### config.mk
export PLATFORM = sky130hd
export DESIGN_NAME = multicycle_control
export DESIGN_NICKNAME = d
export VERILOG_FILES = /design/src/rtl/mips_ctrl_pkg.sv /design/src/rtl/alu_op_decode.sv /design/src/rtl/multicycle_control.sv
export SDC_FILE = /design/constraint.sdc
export NUM_CORES = 1
export LEC_CHECK = 0
export CORE_MARGIN = 2
export CORE_UTILIZATION = 46
export CTS_CLUSTER_DIAMETER = 30
export DETAILED_ROUTE_END_ITERATION = 6
export HOLD_SLACK_MARGIN = 0.1
export MAX_ROUTING_LAYER = met4
export PLACE_DENSITY = 0.77
export RECOVER_POWER = 50
export SLEW_MARGIN = 0
export SYNTH_ARGS = -nofsm -noshare
export SYNTH_HDL_FRONTEND = slang
export SYNTH_SLANG_ARGS = --single-unit
### constraint.sdc
create_clock -name clk -period 3.22 [get_ports clk]
set_input_delay 0.322 -clock clk [delete_from_list [all_inputs] [get_ports clk]]
set_output_delay 0.322 -clock clk [all_outputs]
set_load 0.005 [all_outputs]
### src/rtl/mips_ctrl_pkg.sv
// Shared encodings for the MIPS control path: FSM states, ALU operations,
// opcode/funct constants, mux select codes and the control-strobe bundle.
package mips_ctrl_pkg;

  typedef enum logic [3:0] {
    S_FETCH    = 4'd0,
    S_DECODE   = 4'd1,
    S_MEMADR   = 4'd2,
    S_MEMRD    = 4'd3,
    S_MEMWB    = 4'd4,
    S_MEMWR    = 4'd5,
    S_RTYPE_EX = 4'd6,
    S_RTYPE_WB = 4'd7,
    S_BRANCH   = 4'd8,
    S_JUMP     = 4'd9,
    S_JREG     = 4'd10,
    S_ADDI_EX  = 4'd11,
    S_ADDI_WB  = 4'd12,
    S_HALT     = 4'd15
  } state_e;

  localparam logic [3:0] ALU_NONE = 4'b0000;
  localparam logic [3:0] ALU_ADD  = 4'b0001;
  localparam logic [3:0] ALU_SUB  = 4'b0010;
  localparam logic [3:0] ALU_AND  = 4'b0011;
  localparam logic [3:0] ALU_OR   = 4'b0100;
  localparam logic [3:0] ALU_NOR  = 4'b0101;
  localparam logic [3:0] ALU_SLT  = 4'b0110;
  localparam logic [3:0] ALU_SLL  = 4'b0111;
  localparam logic [3:0] ALU_SRL  = 4'b1000;
  localparam logic [3:0] ALU_SRA  = 4'b1001;

  localparam logic [5:0] OP_RTYPE = 6'b000000;
  localparam logic [5:0] OP_LW    = 6'b100011;
  localparam logic [5:0] OP_SW    = 6'b101011;
  localparam logic [5:0] OP_BEQ   = 6'b000100;
  localparam logic [5:0] OP_J     = 6'b000010;
  localparam logic [5:0] OP_ADDI  = 6'b001000;

  localparam logic [5:0] FN_ADD  = 6'b100000;
  localparam logic [5:0] FN_ADDU = 6'b100001;
  localparam logic [5:0] FN_SUB  = 6'b100010;
  localparam logic [5:0] FN_SUBU = 6'b100011;
  localparam logic [5:0] FN_AND  = 6'b100100;
  localparam logic [5:0] FN_OR   = 6'b100101;
  localparam logic [5:0] FN_NOR  = 6'b100111;
  localparam logic [5:0] FN_SLT  = 6'b101010;
  localparam logic [5:0] FN_SLL  = 6'b000000;
  localparam logic [5:0] FN_SRL  = 6'b000010;
  localparam logic [5:0] FN_SRA  = 6'b000011;
  localparam logic [5:0] FN_JR   = 6'b001000;

  localparam logic [1:0] PCSRC_ALU    = 2'b00;
  localparam logic [1:0] PCSRC_ALUOUT = 2'b01;
  localparam logic [1:0] PCSRC_JUMP   = 2'b10;
  localparam logic [1:0] PCSRC_REGA   = 2'b11;

  localparam logic [1:0] SRCB_B       = 2'b00;
  localparam logic [1:0] SRCB_FOUR    = 2'b01;
  localparam logic [1:0] SRCB_IMM     = 2'b10;
  localparam logic [1:0] SRCB_IMM_SH2 = 2'b11;

  typedef struct packed {
    logic       pc_write;
    logic       pc_write_cond;
    logic       i_or_d;
    logic       ir_write;
    logic       mem_read;
    logic       mem_write;
    logic       mem_to_reg;
    logic       reg_write;
    logic       reg_dst;
    logic       alu_src_a;
    logic [1:0] alu_src_b;
    logic [3:0] alu_op;
    logic [1:0] pc_source;
    logic       instr_done;
  } ctrl_t;

endpackage

### src/rtl/alu_op_decode.sv
// R-type funct to ALU operation mapping, shared with the single-cycle decoder.
// funct_ok_c is low for any funct without an ALU operation (jr included).
module alu_op_decode
  import mips_ctrl_pkg::*;
(
  input  logic [5:0] funct,
  output logic [3:0] alu_op_c,
  output logic       funct_ok_c
);

  always_comb begin
    alu_op_c   = ALU_NONE;
    funct_ok_c = 1'b1;
    case (funct)
      FN_ADD, FN_ADDU: alu_op_c = ALU_ADD;
      FN_SUB, FN_SUBU: alu_op_c = ALU_SUB;
      FN_AND:          alu_op_c = ALU_AND;
      FN_OR:           alu_op_c = ALU_OR;
      FN_NOR:          alu_op_c = ALU_NOR;
      FN_SLT:          alu_op_c = ALU_SLT;
      FN_SLL:          alu_op_c = ALU_SLL;
      FN_SRL:          alu_op_c = ALU_SRL;
      FN_SRA:          alu_op_c = ALU_SRA;
      default:         funct_ok_c = 1'b0;
    endcase
  end

endmodule

### src/rtl/multicycle_control.sv
// Multicycle MIPS control FSM with bounded memory waits and a sticky timeout.
// Define ILLEGAL_TRAP_EN to halt on unsupported instructions (illegal_instr).
module multicycle_control
  import mips_ctrl_pkg::*;
#(
  parameter int unsigned MEM_TIMEOUT = 16
) (
  input  logic       clk,
  input  logic       reset_n,
  input  logic [5:0] opcode,
  input  logic [5:0] funct,
  input  logic       zero,
  input  logic       mem_ready,
  output logic       PCWrite,
  output logic       PCWriteCond,
  output logic       IorD,
  output logic       IRWrite,
  output logic       MemRead,
  output logic       MemWrite,
  output logic       MemToReg,
  output logic       RegWrite,
  output logic       RegDst,
  output logic       ALUSrcA,
  output logic [1:0] ALUSrcB,
  output logic [3:0] ALUOp,
  output logic [1:0] PCSource,
  output logic       instr_done,
  output logic       mem_err,
  output logic [3:0] state
`ifdef ILLEGAL_TRAP_EN
  ,
  output logic       illegal_instr
`endif
);

  localparam int unsigned WAIT_W = $clog2(MEM_TIMEOUT + 1);

  state_e            state_q, state_d;
  logic [WAIT_W-1:0] wait_q, wait_d;
  logic              mem_err_q, mem_err_d;
  logic              illegal_q, illegal_d;

  logic [3:0] rtype_op_c;
  logic       rtype_ok_c;
  logic       wait_st_c;
  logic       illegal_c;
  state_e     ready_next_c;
  ctrl_t      ctrl_c;
  ctrl_t      ctrl_gated_c;

  // The zero flag is combined with PCWriteCond in the datapath, not here.
  logic unused_zero;
  assign unused_zero = zero;

  alu_op_decode u_alu_op_decode (
    .funct      (funct),
    .alu_op_c   (rtype_op_c),
    .funct_ok_c (rtype_ok_c)
  );

  always_ff @(posedge clk) begin
    if (!reset_n) begin
      state_q   <= S_FETCH;
      wait_q    <= '0;
      mem_err_q <= 1'b0;
      illegal_q <= 1'b0;
    end else begin
      state_q   <= state_d;
      wait_q    <= wait_d;
      mem_err_q <= mem_err_d;
      illegal_q <= illegal_d;
    end
  end

  always_comb begin
    state_d      = state_q;
    wait_d       = '0;
    mem_err_d    = mem_err_q;
    illegal_d    = illegal_q;
    ctrl_c       = '0;
    wait_st_c    = 1'b0;
    illegal_c    = 1'b0;
    ready_next_c = S_FETCH;

    case (state_q)
      S_FETCH: begin
        ctrl_c.mem_read  = 1'b1;
        ctrl_c.i_or_d    = 1'b0;
        ctrl_c.alu_src_a = 1'b0;
        ctrl_c.alu_src_b = SRCB_FOUR;
        ctrl_c.alu_op    = ALU_ADD;
        ctrl_c.pc_source = PCSRC_ALU;
        ctrl_c.ir_write  = mem_ready;
        ctrl_c.pc_write  = mem_ready;
        wait_st_c        = 1'b1;
        ready_next_c     = S_DECODE;
      end
      S_DECODE: begin
        ctrl_c.alu_src_a = 1'b0;
        ctrl_c.alu_src_b = SRCB_IMM_SH2;
        ctrl_c.alu_op    = ALU_ADD;
        case (opcode)
          OP_LW, OP_SW: state_d = S_MEMADR;
          OP_RTYPE: begin
            if (funct == FN_JR)  state_d = S_JREG;
            else if (rtype_ok_c) state_d = S_RTYPE_EX;
            else                 illegal_c = 1'b1;
          end
          OP_BEQ:  state_d = S_BRANCH;
          OP_J:    state_d = S_JUMP;
          OP_ADDI: state_d = S_ADDI_EX;
          default: illegal_c = 1'b1;
        endcase
        if (illegal_c) begin
`ifdef ILLEGAL_TRAP_EN
          state_d   = S_HALT;
          illegal_d = 1'b1;
`else
          state_d           = S_FETCH;
          ctrl_c.instr_done = 1'b1;
`endif
        end
      end
      S_MEMADR: begin
        ctrl_c.alu_src_a = 1'b1;
        ctrl_c.alu_src_b = SRCB_IMM;
        ctrl_c.alu_op    = ALU_ADD;
        state_d          = (opcode == OP_LW) ? S_MEMRD : S_MEMWR;
      end
      S_MEMRD: begin
        ctrl_c.mem_read = 1'b1;
        ctrl_c.i_or_d   = 1'b1;
        wait_st_c       = 1'b1;
        ready_next_c    = S_MEMWB;
      end
      S_MEMWB: begin
        ctrl_c.reg_write  = 1'b1;
        ctrl_c.mem_to_reg = 1'b1;
        ctrl_c.reg_dst    = 1'b0;
        ctrl_c.instr_done = 1'b1;
        state_d           = S_FETCH;
      end
      S_MEMWR: begin
        ctrl_c.mem_write  = 1'b1;
        ctrl_c.i_or_d     = 1'b1;
        ctrl_c.instr_done = mem_ready;
        wait_st_c         = 1'b1;
        ready_next_c      = S_FETCH;
      end
      S_RTYPE_EX: begin
        ctrl_c.alu_src_a = 1'b1;
        ctrl_c.alu_src_b = SRCB_B;
        ctrl_c.alu_op    = rtype_op_c;
        state_d          = S_RTYPE_WB;
      end
      S_RTYPE_WB: begin
        ctrl_c.reg_write  = 1'b1;
        ctrl_c.reg_dst    = 1'b1;
        ctrl_c.mem_to_reg = 1'b0;
        ctrl_c.alu_op     = rtype_op_c;
        ctrl_c.instr_done = 1'b1;
        state_d           = S_FETCH;
      end
      S_BRANCH: begin
        ctrl_c.alu_src_a     = 1'b1;
        ctrl_c.alu_src_b     = SRCB_B;
        ctrl_c.alu_op        = ALU_SUB;
        ctrl_c.pc_write_cond = 1'b1;
        ctrl_c.pc_source     = PCSRC_ALUOUT;
        ctrl_c.instr_done    = 1'b1;
        state_d              = S_FETCH;
      end
      S_JUMP: begin
        ctrl_c.pc_write   = 1'b1;
        ctrl_c.pc_source  = PCSRC_JUMP;
        ctrl_c.instr_done = 1'b1;
        state_d           = S_FETCH;
      end
      S_JREG: begin
        ctrl_c.pc_write   = 1'b1;
        ctrl_c.pc_source  = PCSRC_REGA;
        ctrl_c.instr_done = 1'b1;
        state_d           = S_FETCH;
      end
      S_ADDI_EX: begin
        ctrl_c.alu_src_a = 1'b1;
        ctrl_c.alu_src_b = SRCB_IMM;
        ctrl_c.alu_op    = ALU_ADD;
        state_d          = S_ADDI_WB;
      end
      S_ADDI_WB: begin
        ctrl_c.reg_write  = 1'b1;
        ctrl_c.reg_dst    = 1'b0;
        ctrl_c.mem_to_reg = 1'b0;
        ctrl_c.instr_done = 1'b1;
        state_d           = S_FETCH;
      end
      S_HALT:  state_d = S_HALT;
      default: state_d = S_FETCH;
    endcase

    // Memory wait: a ready in the final allowed cycle still wins over timeout.
    if (wait_st_c) begin
      if (mem_ready) begin
        state_d = ready_next_c;
      end else if (wait_q == WAIT_W'(MEM_TIMEOUT - 1)) begin
        state_d   = S_HALT;
        mem_err_d = 1'b1;
      end else begin
        wait_d = wait_q + WAIT_W'(1);
      end
    end
  end

  // Every output reads zero while reset is held low.
  assign ctrl_gated_c = reset_n ? ctrl_c : '0;

  assign PCWrite     = ctrl_gated_c.pc_write;
  assign PCWriteCond = ctrl_gated_c.pc_write_cond;
  assign IorD        = ctrl_gated_c.i_or_d;
  assign IRWrite     = ctrl_gated_c.ir_write;
  assign MemRead     = ctrl_gated_c.mem_read;
  assign MemWrite    = ctrl_gated_c.mem_write;
  assign MemToReg    = ctrl_gated_c.mem_to_reg;
  assign RegWrite    = ctrl_gated_c.reg_write;
  assign RegDst      = ctrl_gated_c.reg_dst;
  assign ALUSrcA     = ctrl_gated_c.alu_src_a;
  assign ALUSrcB     = ctrl_gated_c.alu_src_b;
  assign ALUOp       = ctrl_gated_c.alu_op;
  assign PCSource    = ctrl_gated_c.pc_source;
  assign instr_done  = ctrl_gated_c.instr_done;
  assign mem_err     = reset_n & mem_err_q;
  assign state       = reset_n ? 4'(state_q) : 4'd0;

`ifdef ILLEGAL_TRAP_EN
  assign illegal_instr = reset_n & illegal_q;
`else
  logic unused_illegal;
  assign unused_illegal = illegal_q ^ illegal_d;
`endif

endmodule

# Yosys cells after proc, flatten, opt, wreduce, memory -nomap -nowiden
# Index checks and enable logic that the tools add are counted.
# Widths: inputs -> output; s select.
[totals] reg_bits=10 in_bits=16 output_inout_bits=24 wordCells=88
[op_classes] add_sub_neg=1 n_eq_ne=30 mux=31 bitwise=4 n_reduce_logical=19
[ops] operator="$eq 6x6->1 const B" n=10
[ops] operator="$pmux 4 s9" n=1
[ops] operator="$mux 4" n=7
[ops] operator="$eq 4x4->1 const B" n=6
[ops] operator="$pmux 4 s6" n=1
[ops] operator="$pmux 4 s5" n=1
[ops] operator="$mux 19" n=1
[ops] operator="$eq 6x2->1 const B" n=3
[ops] operator="$reduce_or 2->1" n=9
[ops] operator="$eq 4x3->1 const B" n=4
[ops] operator="$eq 6x4->1 const B" n=2
[ops] operator="$logic_not 6->1" n=2
[ops] operator="$pmux 3 s4" n=1
[ops] operator="$pmux 4 s3" n=1
[ops] operator="$mux 1" n=11
[ops] operator="$reduce_or 11->1" n=1
[ops] operator="$pmux 3 s3" n=1
[ops] operator="$eq 4x2->1 const B" n=2
[ops] operator="$reduce_or 4->1" n=2
[ops] operator="$eq 6x3->1 const B" n=1
[ops] operator="$pmux 2 s3" n=1
[ops] operator="$pmux 3 s2" n=1
[ops] operator="$reduce_or 6->1" n=1
[ops] operator="$add 5x1->5 const B" n=1
[ops] operator="other kinds (11)" n=14

# Logic depth before layout (Yosys ltp)
[depth] ltp_word=12 ltp_mapped=8 mapped_depth_nobuf=8

# Modules after synthesis
# A second synthesis with hierarchy kept.
[unflattened] hier_cells=166 hier_area_um2=1151.1
[modules_own_cells] module="multicycle_control" instances=1 cells_per_inst=141 area_per_inst_um2=996.0 seq_area_each_um2=200.2
[modules_own_cells] module="alu_op_decode" instances=1 cells_per_inst=25 area_per_inst_um2=155.1 seq_area_each_um2=0.0

# Least setup slack after synthesis
# No wires, ideal clock.
[synth_timing] kind="input-to-output" start="input opcode[0]" end="output instr_done" arrival_time_ns=1.553 t_required_ns=2.898 path_slack_ns=1.345 path_stages=4 n_path_buf=0 cell_sequence="or4_4 > or3_4 > o21ba_2 > a21oi_1"
[synth_via] elab_chain_cells=7 elab_cells_between_ends=12 cone_classes="5 x eq/ne; 5 x mux; 2 x reduce/logical"
[synth_rtl] element="from (decl)" line="multicycle_control.sv:10" rtl="input logic [5:0] opcode,"
[synth_rtl] element="$eq 6x6->1 (tied with other cells)" line="multicycle_control.sv:102" rtl="case (opcode)"
[synth_rtl] element="$reduce_or 5->1 (no source line)"
[synth_rtl] element="$pmux 1 s2 (*)" line="multicycle_control.sv:102"
[synth_rtl] element="$mux 1 (*)" line="multicycle_control.sv:85" rtl="case (state_q)"
[synth_rtl] element="$mux 1 (*)" line="multicycle_control.sv:114" rtl="if (illegal_c) begin"
[synth_rtl] element="$pmux 1 s3 (*)" line="multicycle_control.sv:85"
[synth_rtl] element="$mux 19 (*)" line="multicycle_control.sv:216" rtl="assign ctrl_gated_c = reset_n ? ctrl_c : '0;"
[synth_rtl] element="to (decl)" line="multicycle_control.sv:27" rtl="output logic instr_done,"
# Every way passes the cells marked *; elsewhere a longest branch is shown, timed or not. The select of a mux whose other input is x is not followed.

# Worst setup path in the final report
# Same ends and word-level chain as after synthesis.

==> impl_metrics.env <==
export IMPL_outcome="completed"
export IMPL_leakage_nw=0.616
export IMPL_route_detailed_drc=0
export IMPL_grt_pass1_wl_mm=5.18
export IMPL_fmax_ghz=0.336
export IMPL_syn_avg_cell_area_um2=7.14
export IMPL_wl_per_cell_um=13.1
export IMPL_synth_simple_area_share=0.351
export IMPL_synth_compound_area_share=0.312
export IMPL_ys_warn_count=0
export IMPL_hold_class="reg2reg"
export IMPL_ant_nets=0
export IMPL_coreArea_mm2=0.00271
export IMPL_viasPerCell=5.93
export IMPL_wl_met1_mm=1.42
export IMPL_dieArea_mm2=0.00327
export IMPL_route_met3_wl_um=190
export IMPL_synth_top_family_by_area="simple AND/OR/NAND/NOR gates"
export IMPL_syn_inst=182
export IMPL_via_count=1429
export IMPL_critPathMaxFanout=7
export IMPL_synth_fp_nets=200
export IMPL_nets=230
export IMPL_drv_cap=0
export IMPL_synth_edff_count=0
export IMPL_synth_xor_area_frac=0.0539
export IMPL_start_kind="input pin"
export IMPL_ys_ff_latch=10
export IMPL_worstMarginPinSlew_ns=0.757
export IMPL_place_gp_congestion=0.891
export IMPL_die_y_um=57.2
export IMPL_final_common_cell="clkdlybuf4s50_1"
export IMPL_rsz0062_at_grt="false"
export IMPL_numCtsBuffers=3
export IMPL_clk_pin_slew_ns=0.06
export IMPL_ios=40
export IMPL_grt_max_degree=26
export IMPL_clock_path_buffers=2
export IMPL_seq_area_frac_synth=0.154
export IMPL_drtIter0Drc=47
export IMPL_wl_met2_mm=1.52
export IMPL_synthMuxAreaShare=0.00770
export IMPL_hold_viol_final=0
export IMPL_cts_tree="done"
export IMPL_cts_hold_buffers=0
export IMPL_cts_setup_buffers=0
export IMPL_fin_util=0.606
export IMPL_grtUsageTotal=0.197
export IMPL_cts_num_sinks=10
export IMPL_die_x_um=57.2
export IMPL_period_needed_ns=2.98
export IMPL_synth_ff_type="dfxtp_1"
export IMPL_cts_root_buf="clkbuf_4"
export IMPL_initial_core_util=0.480
export IMPL_crit_arrival_ns=2.65
export IMPL_htreeDepth=1
export IMPL_crit_required_ns=2.90
export IMPL_num_rows=19
export IMPL_peakVddDrop_mv=0.230
export IMPL_cp_end_kind="output port"
export IMPL_n_antenna_cell=0
export IMPL_timing_setup_tns_ns=0
export IMPL_drv_slew=0
export IMPL_cts_resized=0
export IMPL_highest_layer="met4"
export IMPL_power_density_mw_per_mm2=208
export IMPL_worstSetupPathType="in2out"
export IMPL_clock_skew_ns=0.00571
export IMPL_synth_fa_ha_area_frac=0.0192
export IMPL_grt_overflow_total=0
export IMPL_drtPass1Iterations=4
export IMPL_async_flop_share=0
export IMPL_grt_pass1_vias=1235
export IMPL_route_final_wire_length_mm=3.15
export IMPL_io_buffers=38
export IMPL_setup_viol_count_final=0
export IMPL_grt_antenna_before_repair=0
export IMPL_slew_headroom=0.495
export IMPL_final_layout_size_suffix_gt1_frac=0.110
export IMPL_detailed_place_hpwl_mm=2.41
export IMPL_syn_area_mm2=0.00130
export IMPL_finalCritPeriodShare=0.924
export IMPL_final_cell_mix="clkdlybuf4s50_1 (32), nor2_1 (21), nand2_1 (13)"
export IMPL_area_growth_pct=26.4
export IMPL_yosysUniqueCellTypes=54
export IMPL_insertion_delay_ns=0.26
worst max-delay path: stages:
cell	delay [ns]
clkdlybuf4s50_1	0.50
or4_4	0.57
or3_4	0.36
o21ba_2	0.22
a21oi_1	0.16
clkdlybuf4s50_1	0.53
final cells by class:
cell class	instances	area (um^2)
Clock buffer	3	22.5
Fill cell	258	1070
Inverter	6	22.5
Multi-Input combinational cell	151	967
Sequential cell	10	200
Tap cell	31	38.8
Timing Repair Buffer	40	392
final timing paths:
| kind | slack [ns] | endpoint | cells past startpoint | start |
|---|---|---|---|---|
| min reg2reg | 0.46 | wait_q[0] | 1 | wait_q[0] |
| max reg2reg | 1.23 | wait_q[0] | 5 | state_q[2] |
| min | 0.46 | wait_q[0] | 1 | wait_q[0] |
| max | 0.24 | instr_done | 6 | opcode[0] |
metrics by stage:
step / hold WS (ns) / power, mW / cells / worst slack (ns) / area (um^2)
after floorplan: 0.418 / 0.215 / 182 / 1.34 / 1300
after global placement: 0.427 / 0.258 / 238 / 0.309 / 1620
after detailed placement: 0.447 / 0.261 / 238 / 0.276 / 1620
after CTS: 0.473 / 0.347 / 241 / 0.265 / 1650
after global routing: 0.487 / 0.365 / 241 / 0.200 / 1640
final: 0.465 / 0.341 / 241 / 0.244 / 1640
registers in the layout, indices dropped and copies added (netlist names):
signal / cells
wait_q: 5
state_q: 4
mem_err_q: 1
power breakdown:
part / total (mW) / switching (mW) / internal (mW)
sequential: 0.136 / 0.00921 / 0.127
clock: 0.0842 / 0.0411 / 0.0431
combinational: 0.121 / 0.0574 / 0.0635
total: 0.341 / 0.108 / 0.234
cell usage after synthesis, drive strengths merged (5+ instances only):
master,count,area share
a21o,5,0.029
a21oi,12,0.046
and2,7,0.034
clkbuf,13,0.061
dfxtp,10,0.15
inv,5,0.014
nand2,13,0.038
nor2,21,0.061
nor3,7,0.027
o21ai,10,0.039
o21bai,5,0.029
or3,6,0.035
metal layers:
metal / vias up / global-route usage
li1: 730 / -
met1: 649 / 0.232
met2: 48 / 0.342
met3: 2 / 0.0522
met4: 0 / 0.0299
met5: - / -
cells by family (layout without fill, tap and decap cells):
kind of cell / Yosys count / after routing
simple gates: 82 / 82
compound gates: 58 / 58
buf+inv: 21 / 49
flops: 10 / 10
xor+xnor: 8 / 8
fa+ha+maj: 2 / 2
mux: 1 / 1
No activity file was read; power rests on OpenSTA's default activity.
